===== config.mk =====
export PLATFORM = sky130hd
export DESIGN_NAME = vend_controller_flat
export DESIGN_NICKNAME = d
export VERILOG_FILES = /design/src/rtl/vend_if.sv /design/src/rtl/vend_controller.sv /design/src/flat_wrapper.sv
export SDC_FILE = /design/constraint.sdc
export NUM_CORES = 1
export LEC_CHECK = 0
export BUFFER_PORTS_ARGS = -buffer_cell sky130_fd_sc_hd__buf_2
export CORE_AREA = 5 5 60 62
export CTS_CLUSTER_SIZE = 25
export DETAILED_ROUTE_END_ITERATION = 10
export DIE_AREA = 0 0 65 67
export GPL_TIMING_DRIVEN = 0
export PLACE_DENSITY = 0.92
export SLEW_MARGIN = 20
export SYNTH_ARGS = -nofsm -noshare
export SYNTH_HDL_FRONTEND = slang
export SYNTH_SLANG_ARGS = --single-unit

===== constraint.sdc =====
create_clock -name clock -period 5.9 [get_ports clock]
set_input_delay 1.18 -clock clock [delete_from_list [all_inputs] [get_ports clock]]
set_output_delay 1.18 -clock clock [all_outputs]
set_load 0.005 [all_outputs]

===== src/rtl/vend_if.sv =====
// Coin/selection inputs and dispense/hopper outputs of the vending sequencer.
// The front panel side drives the master modport; vend_controller takes the slave modport.
interface vend_if #(
  parameter int CREDIT_W = 4
);
  logic                nickel_in;
  logic                dime_in;
  logic                sel_a;
  logic                sel_b;
  logic                cancel;
  logic [CREDIT_W-1:0] credit;
  logic                dispense_a;
  logic                dispense_b;
  logic                nickel_out;
  logic                coin_reject;
  logic                busy;

  modport master (
    output nickel_in, dime_in, sel_a, sel_b, cancel,
    input  credit, dispense_a, dispense_b, nickel_out, coin_reject, busy
  );

  modport slave (
    input  nickel_in, dime_in, sel_a, sel_b, cancel,
    output credit, dispense_a, dispense_b, nickel_out, coin_reject, busy
  );
endinterface


===== src/rtl/vend_controller.sv =====
// Two-item vending sequencer: collects nickel/dime credit, latches a selection,
// pulses one dispense output, then pays change or refunds as serial nickel pulses.
module vend_controller #(
  parameter int CREDIT_W    = 4,
  parameter int PRICE_A     = 3,
  parameter int PRICE_B     = 4,
  parameter int MAX_CREDIT  = 10,
  parameter int TIMEOUT_CYC = 64
) (
  input logic  clock,
  input logic  reset,
  vend_if.slave vif
);

  localparam int TMO_W = $clog2(TIMEOUT_CYC + 1);
  localparam logic [CREDIT_W-1:0] PRICE_A_C = CREDIT_W'(PRICE_A);
  localparam logic [CREDIT_W-1:0] PRICE_B_C = CREDIT_W'(PRICE_B);
  localparam logic [CREDIT_W:0]   MAX_C     = (CREDIT_W + 1)'(MAX_CREDIT);
  localparam logic [TMO_W-1:0]    TMO_MAX   = TMO_W'(TIMEOUT_CYC);

  typedef enum logic [2:0] {S_IDLE, S_COLLECT, S_DISPENSE, S_CHANGE, S_REFUND} state_t;
  typedef enum logic [1:0] {SEL_NONE, SEL_A, SEL_B} sel_t;

  state_t              state_q, state_d;
  sel_t                sel_q, sel_d;
  logic [CREDIT_W-1:0] credit_q, credit_d;
  logic [TMO_W-1:0]    tmo_q, tmo_d;
  logic                rej_d;
  logic                coin_any;
  logic [1:0]          coin_amt;
  logic [CREDIT_W:0]   sum;

  function automatic logic [CREDIT_W-1:0] price_of(input sel_t s);
    case (s)
      SEL_A:   price_of = PRICE_A_C;
      SEL_B:   price_of = PRICE_B_C;
      default: price_of = '0;
    endcase
  endfunction

  assign coin_any = vif.nickel_in | vif.dime_in;

  always_comb begin
    state_d  = state_q;
    sel_d    = sel_q;
    credit_d = credit_q;
    tmo_d    = tmo_q;
    rej_d    = 1'b0;
    coin_amt = vif.dime_in ? 2'd2 : (vif.nickel_in ? 2'd1 : 2'd0);
    sum      = {1'b0, credit_q} + {{(CREDIT_W-1){1'b0}}, coin_amt};

    case (state_q)
      S_IDLE, S_COLLECT: begin
        // A simultaneous nickel is dropped in favour of the dime and handed back.
        rej_d = vif.nickel_in & vif.dime_in;
        if (sum > MAX_C) rej_d = coin_any;
        else             credit_d = sum[CREDIT_W-1:0];

        if (vif.sel_a)      sel_d = SEL_A;
        else if (vif.sel_b) sel_d = SEL_B;

        if (coin_any | vif.sel_a | vif.sel_b | vif.cancel) tmo_d = '0;
        else if (state_q == S_COLLECT)                     tmo_d = tmo_q + 1'b1;

        if (vif.cancel) begin
          // Cancel wins: any coin in the same cycle goes back, selection is dropped.
          credit_d = credit_q;
          rej_d    = coin_any;
          sel_d    = SEL_NONE;
          state_d  = (credit_q != '0) ? S_REFUND : S_IDLE;
        end else if (sel_d != SEL_NONE && credit_d >= price_of(sel_d)) begin
          state_d = S_DISPENSE;
        end else if (state_q == S_COLLECT && tmo_d == TMO_MAX) begin
          sel_d   = SEL_NONE;
          tmo_d   = '0;
          state_d = (credit_d != '0) ? S_REFUND : S_IDLE;
        end else begin
          state_d = (credit_d != '0 || sel_d != SEL_NONE) ? S_COLLECT : S_IDLE;
        end
      end

      S_DISPENSE: begin
        rej_d    = coin_any;
        credit_d = credit_q - price_of(sel_q);
        sel_d    = SEL_NONE;
        tmo_d    = '0;
        state_d  = (credit_d != '0) ? S_CHANGE : S_IDLE;
      end

      S_CHANGE, S_REFUND: begin
        // Entered only with credit>0, so each cycle here is one nickel paid out.
        rej_d = coin_any;
        if (credit_q != '0) credit_d = credit_q - 1'b1;
        if (credit_q <= {{(CREDIT_W-1){1'b0}}, 1'b1}) state_d = S_IDLE;
      end

      default: begin
        state_d  = S_IDLE;
        sel_d    = SEL_NONE;
        credit_d = '0;
        tmo_d    = '0;
      end
    endcase
  end

  always_ff @(posedge clock or posedge reset) begin
    if (reset) begin
      state_q         <= S_IDLE;
      sel_q           <= SEL_NONE;
      credit_q        <= '0;
      tmo_q           <= '0;
      vif.dispense_a  <= 1'b0;
      vif.dispense_b  <= 1'b0;
      vif.nickel_out  <= 1'b0;
      vif.coin_reject <= 1'b0;
      vif.busy        <= 1'b0;
    end else begin
      state_q         <= state_d;
      sel_q           <= sel_d;
      credit_q        <= credit_d;
      tmo_q           <= tmo_d;
      vif.dispense_a  <= (state_d == S_DISPENSE) && (sel_d == SEL_A);
      vif.dispense_b  <= (state_d == S_DISPENSE) && (sel_d == SEL_B);
      vif.nickel_out  <= (state_d == S_CHANGE) || (state_d == S_REFUND);
      vif.coin_reject <= rej_d;
      vif.busy        <= (state_d == S_DISPENSE) || (state_d == S_CHANGE) ||
                         (state_d == S_REFUND);
    end
  end

  assign vif.credit = credit_q;

endmodule

===== src/flat_wrapper.sv =====
// flat-port wrapper written by rule: the top's interface ports become plain ports
module vend_controller_flat 
#(
  parameter int CREDIT_W    = 4,
  parameter int PRICE_A     = 3,
  parameter int PRICE_B     = 4,
  parameter int MAX_CREDIT  = 10,
  parameter int TIMEOUT_CYC = 64
)
  (clock, reset, vif_nickel_in, vif_dime_in, vif_sel_a, vif_sel_b, vif_cancel, vif_credit, vif_dispense_a, vif_dispense_b, vif_nickel_out, vif_coin_reject, vif_busy);
  vend_if #(.CREDIT_W(CREDIT_W)) vif_i ();
  input logic clock;
  input logic reset;
  input wire logic [$bits(vif_i.nickel_in)-1:0] vif_nickel_in;
  input wire logic [$bits(vif_i.dime_in)-1:0] vif_dime_in;
  input wire logic [$bits(vif_i.sel_a)-1:0] vif_sel_a;
  input wire logic [$bits(vif_i.sel_b)-1:0] vif_sel_b;
  input wire logic [$bits(vif_i.cancel)-1:0] vif_cancel;
  output wire logic [$bits(vif_i.credit)-1:0] vif_credit;
  output wire logic [$bits(vif_i.dispense_a)-1:0] vif_dispense_a;
  output wire logic [$bits(vif_i.dispense_b)-1:0] vif_dispense_b;
  output wire logic [$bits(vif_i.nickel_out)-1:0] vif_nickel_out;
  output wire logic [$bits(vif_i.coin_reject)-1:0] vif_coin_reject;
  output wire logic [$bits(vif_i.busy)-1:0] vif_busy;
  assign vif_i.nickel_in = vif_nickel_in;
  assign vif_i.dime_in = vif_dime_in;
  assign vif_i.sel_a = vif_sel_a;
  assign vif_i.sel_b = vif_sel_b;
  assign vif_i.cancel = vif_cancel;
  assign vif_credit = vif_i.credit;
  assign vif_dispense_a = vif_i.dispense_a;
  assign vif_dispense_b = vif_i.dispense_b;
  assign vif_nickel_out = vif_i.nickel_out;
  assign vif_coin_reject = vif_i.coin_reject;
  assign vif_busy = vif_i.busy;
  vend_controller #(.CREDIT_W(CREDIT_W), .PRICE_A(PRICE_A), .PRICE_B(PRICE_B), .MAX_CREDIT(MAX_CREDIT), .TIMEOUT_CYC(TIMEOUT_CYC)) u_core (.clock(clock), .reset(reset), .vif(vif_i));
endmodule

# ---- Word-level counts from Yosys, hierarchy flattened
# Index checks and enable logic that the tools add are counted.
dict set report totals {
  inputBits 7
  out_inout_bits 9
  word_cells 92
  regBits 21
}
dict set report classes {
  n_bitwise 5
  addsub 4
  mux 38
  reduce_logical 17
  order_cmp 3
  eq_ne 16
}
# operator n
set op_table {}
lappend op_table {{$mux 7} 6}
lappend op_table {{$mux 4} 7}
lappend op_table {{$mux 3} 6}
lappend op_table {{$mux 2} 8}
lappend op_table {{$pmux 7 s2} 1}
lappend op_table {{$eq 3x2->1 const B} 4}
lappend op_table {{$pmux 3 s2} 2}
lappend op_table {{$pmux 4 s3} 1}
lappend op_table {{$reduce_bool 4->1} 3}
lappend op_table {{$pmux 3 s3} 1}
lappend op_table {{$add 7x1->7 const B} 1}
lappend op_table {{$eq 7x7->1 const B} 1}
lappend op_table {{$eq 2x1->1 const B} 3}
lappend op_table {{$eq 2x2->1 const B} 3}
lappend op_table {{$eq 3x3->1 const B} 2}
lappend op_table {{$add 4x2->5} 1}
lappend op_table {{$gt 5x4->1 const B} 1}
lappend op_table {{$ge 4x4->1} 1}
lappend op_table {{$le 4x1->1 const B} 1}
lappend op_table {{$logic_and 1x1->1} 4}
lappend op_table {{$logic_or 1x1->1} 4}
lappend op_table {{$mux 1} 4}
lappend op_table {{$or 1x1->1} 4}
lappend op_table {{$pmux 2 s2} 1}
lappend op_table {{other kinds (12)} 13}

# ---- Logic depth before layout (Yosys ltp)
dict set report logic_depth {
  depth_word 16
  depth_mapped 14
  depth_no_buf 14
}

# ---- Worst setup path before layout
# Ideal clock, no wire load.
dict set report synth_timing {
  path_kind {in2reg}
  startpoint {input vif_nickel_in}
  endpoint {register u_core.state_q[0]}
  t_arrival_ns 3.965
  setup_ns 0.070
  cell_stages 13
  n_path_buf 0
  required_ns 5.830
  path_slack_ns 1.865
  path_cell_list {nor2b_1 > ha_1 > fa_1 > a21o_1 > a21oi_1 > nor3_1 > mux2_2 > ha_1 > o21ai_0 > a21oi_1 > o21ai_0 > o2111ai_1 > nand2_1}
}
dict set report synth_via {
  elab_chain_cells 13
  elab_cells_between_ends 23
  cone_classes {1 x add/sub; 2 x order compare; 1 x eq/ne; 11 x mux; 4 x bitwise; 4 x reduce/logical}
}
# element line_no
set synth_lines {}
lappend synth_lines {{from (decl)} flat_wrapper.sv:14} ;# input wire logic [$bits(vif_i.nickel_in)-1:0] vif_nickel_in;
lappend synth_lines {{$mux 1} vend_controller.sv:49} ;# coin_amt = vif.dime_in ? 2'd2 : (vif.nickel_in ? 2'd1 : 2'd0);
lappend synth_lines {{$mux 2} vend_controller.sv:49}
lappend synth_lines {{$add 4x2->5} vend_controller.sv:50} ;# sum = {1'b0, credit_q} + {{(CREDIT_W-1){1'b0}}, coin_amt};
lappend synth_lines {{$gt 5x4->1} vend_controller.sv:56} ;# if (sum > MAX_C) rej_d = coin_any;
lappend synth_lines {{$mux 4} vend_controller.sv:56}
lappend synth_lines {{$mux 4} vend_controller.sv:52} ;# case (state_q)
lappend synth_lines {{$reduce_bool 4->1} vend_controller.sv:78} ;# state_d = (credit_d != '0 || sel_d != SEL_NONE) ? S_COLLECT : S_IDLE;
lappend synth_lines {{$logic_or 1x1->1} vend_controller.sv:78}
lappend synth_lines {{$mux 1} vend_controller.sv:78}
lappend synth_lines {{$mux 3} vend_controller.sv:73} ;# end else if (state_q == S_COLLECT && tmo_d == TMO_MAX) begin
lappend synth_lines {{$mux 3 (*)} vend_controller.sv:71} ;# end else if (sel_d != SEL_NONE && credit_d >= price_of(sel_d)) begin
lappend synth_lines {{$mux 3 (*)} vend_controller.sv:65} ;# if (vif.cancel) begin
lappend synth_lines {{$pmux 3 s3 (*)} vend_controller.sv:52}
lappend synth_lines {{net u_core.state_d[0]} vend_controller.sv:24} ;# state_t state_q, state_d;
lappend synth_lines {{to (signal assigned)} vend_controller.sv:118} ;# state_q <= state_d;
lappend synth_lines {{to (decl)} vend_controller.sv:24}
# The timed path passes the listed nets; every way through them passes the cells marked *. The select of a mux whose other input is x is not followed.
# A chain may end at the register's enable or synchronous reset.

# ---- Worst setup path after layout
# Ends and elaborated chain as after synthesis.

==> reports/qor.txt <==
Via density: 6.51
total power per unit cell area: 473 nW/um^2
slew at the pin with the worst max-slew slack: 0.783 ns
number of synthesized register bits: 21
Reg2Reg Capture Point: u_core.state_q[0]
maximum frequency from static timing analysis: 228 MHz
most common cell after layout, fill and taps aside: nor2_1
Initial DRC Count: 131
placement-stage cell area: 1930 um^2
Sum Neg Setup Slack: 0 ns
clock latency at the later pin of the worst-skew pair: 0.31 ns
worst-case clock skew: 0.00470 ns
commonest cells after routing, fill and taps aside: nor2_1 (23), nand2_1 (22), dfrtp_1 (21)
post-route antenna net violation count: 0
cell at the root of the clock tree: clkbuf_4
detailed placer's ending HPWL: 3350 um
Pre-antenna DRT Iters: 4
post-route minimum period: 4.39 ns
crit path launch type: input pin
max_slew headroom: 0.478
die boundary width: 65 um
HP Start: u_core.tmo_q[6]
Seq/Total Area, Yosys: 0.290
die height: 67 um
via count of the first global-routing pass: 1695
count of max-cap constraint violations: 0
Max stage delay on crit path: 0.58 ns
Cell Count Post-Placement: 264
largest area contributor in the netlist: dfrtp_1
number of failing hold endpoints at the final stage: 0
CP Max Fanout: 5
global routing usage summed across all routing layers: 0.222
area of all placed cells without fillers: 1950 um^2
post-synth design cell area: 1810 um^2
Setup crit end kind: flop
remaining global-route overflow: 0
Hold EP: u_core.tmo_q[6]
TritonCTS clock tree: yes
share of the synthesized area in the top cell type: 0.290
Placer Congestion: 0.915
fraction of synthesis flops using an asynchronous set or reset pin: 1.00
result of the run: finished, final reports clean
total length of routed wires: 4370 um
number of nets in the synthesized netlist: 237
number of non-filler instances in the completed layout: 268
fraction of layout instances using a drive strength above 1: 0.149
final setup violation count: 0
Netlist cell types: 59
number of port buffers: 15
placement row count: 20
Std-Cell Core Area: 2980 um^2
number of inserted diodes: 0
class of the most critical setup path: in2reg
Hold WS: 0.545 ns
CP Data Required Time: 6.16 ns
Num CTS Buffers: 3
mean cell area of the mapped netlist: 8.38 um^2
number of buffer and inverter instances along the worst setup path: 1
Cell Chain, Critical Path: buf_2 > nor2b_1 > ha_1 > fa_1 > a21o_1 > a21oi_1 > nor3_1 > mux2i_1 > ha_1 > o21ai_0 > a21oi_1 > o21ai_0 > o2111ai_1 > nand2_1
ys flop type: dfrtp_1
Ys Warns: 0
full die area: 4360 um^2
number of buffers inserted by hold repair at cts: 0
DRC Markers: 0
endpoint arrival time on the critical path: 4.65 ns
H-tree depth: 1
maximum clock insertion buffer count: 2
Slew Viols, Final: 0
leakage component of the power: 0.846 nW
CTS sink cnt: 21
pin count of the biggest net entering global routing: 22
initial core utilization: 0.608
leading cell types by total area after synthesis: dfrtp_1 (29%), ha_1 (8.3%), nor2_1 (4.8%)
RSZ-0062 raised after global routing: no
Post-synth EDFFs: 0
total stage count of the critical path: 14
Worst Reg-to-Reg Cells: 12
postcts setup bufs: 0
cell class contributing the biggest share of worst-path delay: compound AO/OA/AOI/OAI gates
VDD IR-drop max: 0.000310 V
Vias: 1746
number of antenna violations at the first check in global routing: 0
synthesized netlist cell count: 216
final core utilization: 0.656
wire length per cell after detailed routing: 16.3 um
global-route wire length before repair: 7580 um
part of the cycle the worst path needs: 0.744
hold path depth: 2
synthesis-to-finish area growth: 7.95%
number of I/O pins: 16
critical-path cell with the highest stage delay: fa_1
number of nets at the end of the flow: 257
clock-pin slew on the worst setup and hold paths: 0.12 ns
Post-CTS Resized: 0
worst-case register-to-register setup slack: 2.07 ns
FF-to-FF Start: u_core.vif.credit[0]
class of the tightest hold or removal check: reg2reg
# fillers: 239
==> tightest hold or removal path, delay by kind of cell (launching register included) <==
kind / cells / cell delay, ns
DFF: 1 / 0.39
and+or+nand+nor: 2 / 0.13
==> sequential cells by signal (all words and copies together), names as in the netlist <==
signal / flops
u_core.vif.dispense_a: 1
u_core.vif.dispense_b: 1
u_core.tmo_q: 7
u_core.sel_q: 2
u_core.vif.nickel_out: 1
u_core.state_q: 3
u_core.vif.busy: 1
u_core.vif.coin_reject: 1
u_core.vif.credit: 4
==> cells by family after synthesis <==
logic type | Yosys count | share of synthesized area
XOR/XNOR | 5 | 0.0242
AND/OR/NAND/NOR | 88 | 0.261
adder cells (fa/ha/maj) | 14 | 0.105
buffers and inverters | 18 | 0.0380
AO/OA/AOI/OAI | 67 | 0.265
multiplexers | 3 | 0.0173
flip-flops | 21 | 0.290
==> worst max path at each step <==
stage	startpoint	endpoint	slack (ns)
floorplan	vif_nickel_in	u_core.state_q[0]	1.87
global placement	vif_nickel_in	u_core.state_q[0]	1.44
detailed placement	vif_nickel_in	u_core.sel_q[1]	1.32
CTS	vif_nickel_in	u_core.sel_q[1]	1.62
global route	vif_nickel_in	u_core.state_q[0]	1.43
finish	vif_nickel_in	u_core.state_q[0]	1.51
==> Yosys cell counts, types with 2 or more instances <==
master     n
nand4_1    2
o221ai_1   4
o31ai_1    4
nand2_1   22
nor2_1    23
xnor2_1    3
nand2b_1   3
mux2i_1    2
o21ai_1    2
xor2_1     2
clkbuf_1   7
inv_1     10
nand3_1    3
a21o_1     2
ha_1      12
nor4b_1    2
or2_2      2
dfrtp_1   21
nor3_1    10
a31oi_1    3
o21ai_0   13
o21a_1     6
a21oi_1   15
nor3b_1    3
fa_1       2
nor2b_1    5
==> power by group <==
group | internal (mW) | switching, mW | leakage (nW)
sequential | 0.186 | 0.0419 | 0.274
clock | 0.0254 | 0.0464 | 0.0177
combinational | 0.246 | 0.380 | 0.555
total | 0.457 | 0.468 | 0.846
==> metrics by stage <==
stage                     total power [mW]  setup WS, ns
after CTS                            0.911          1.62
after detailed placement             0.837          1.32
after global routing                  1.01          1.43
after floorplan                      0.680          1.87
final                                0.925          1.51
after global placement               0.810          1.44
==> metal layers <==
| metal | global-route usage | vias up | wire length, um |
|---|---|---|---|
| li1 | - | 839 | - |
| met1 | 0.262 | 838 | 1850 |
| met2 | 0.383 | 52 | 2190 |
| met3 | 0.0422 | 17 | 218 |
| met4 | 0.108 | 0 | 110 |
| met5 | 0 | - | 0 |
==> final cells by class <==
class | instances | area (um^2) | area share
Sequential cell | 21 | 526 | 0.269
Timing Repair Buffer | 15 | 75.1 | 0.0384
Clock buffer | 3 | 22.5 | 0.0115
Inverter | 10 | 37.5 | 0.0192
Tap cell | 33 | 41.3 | 0.0211
Clock inverter | 1 | 5.00 | 0.00256
Multi-Input combinational cell | 177 | 1220 | 0.622
Buffer | 8 | 31.3 | 0.0160
No activity file was read; power rests on OpenSTA's default activity.
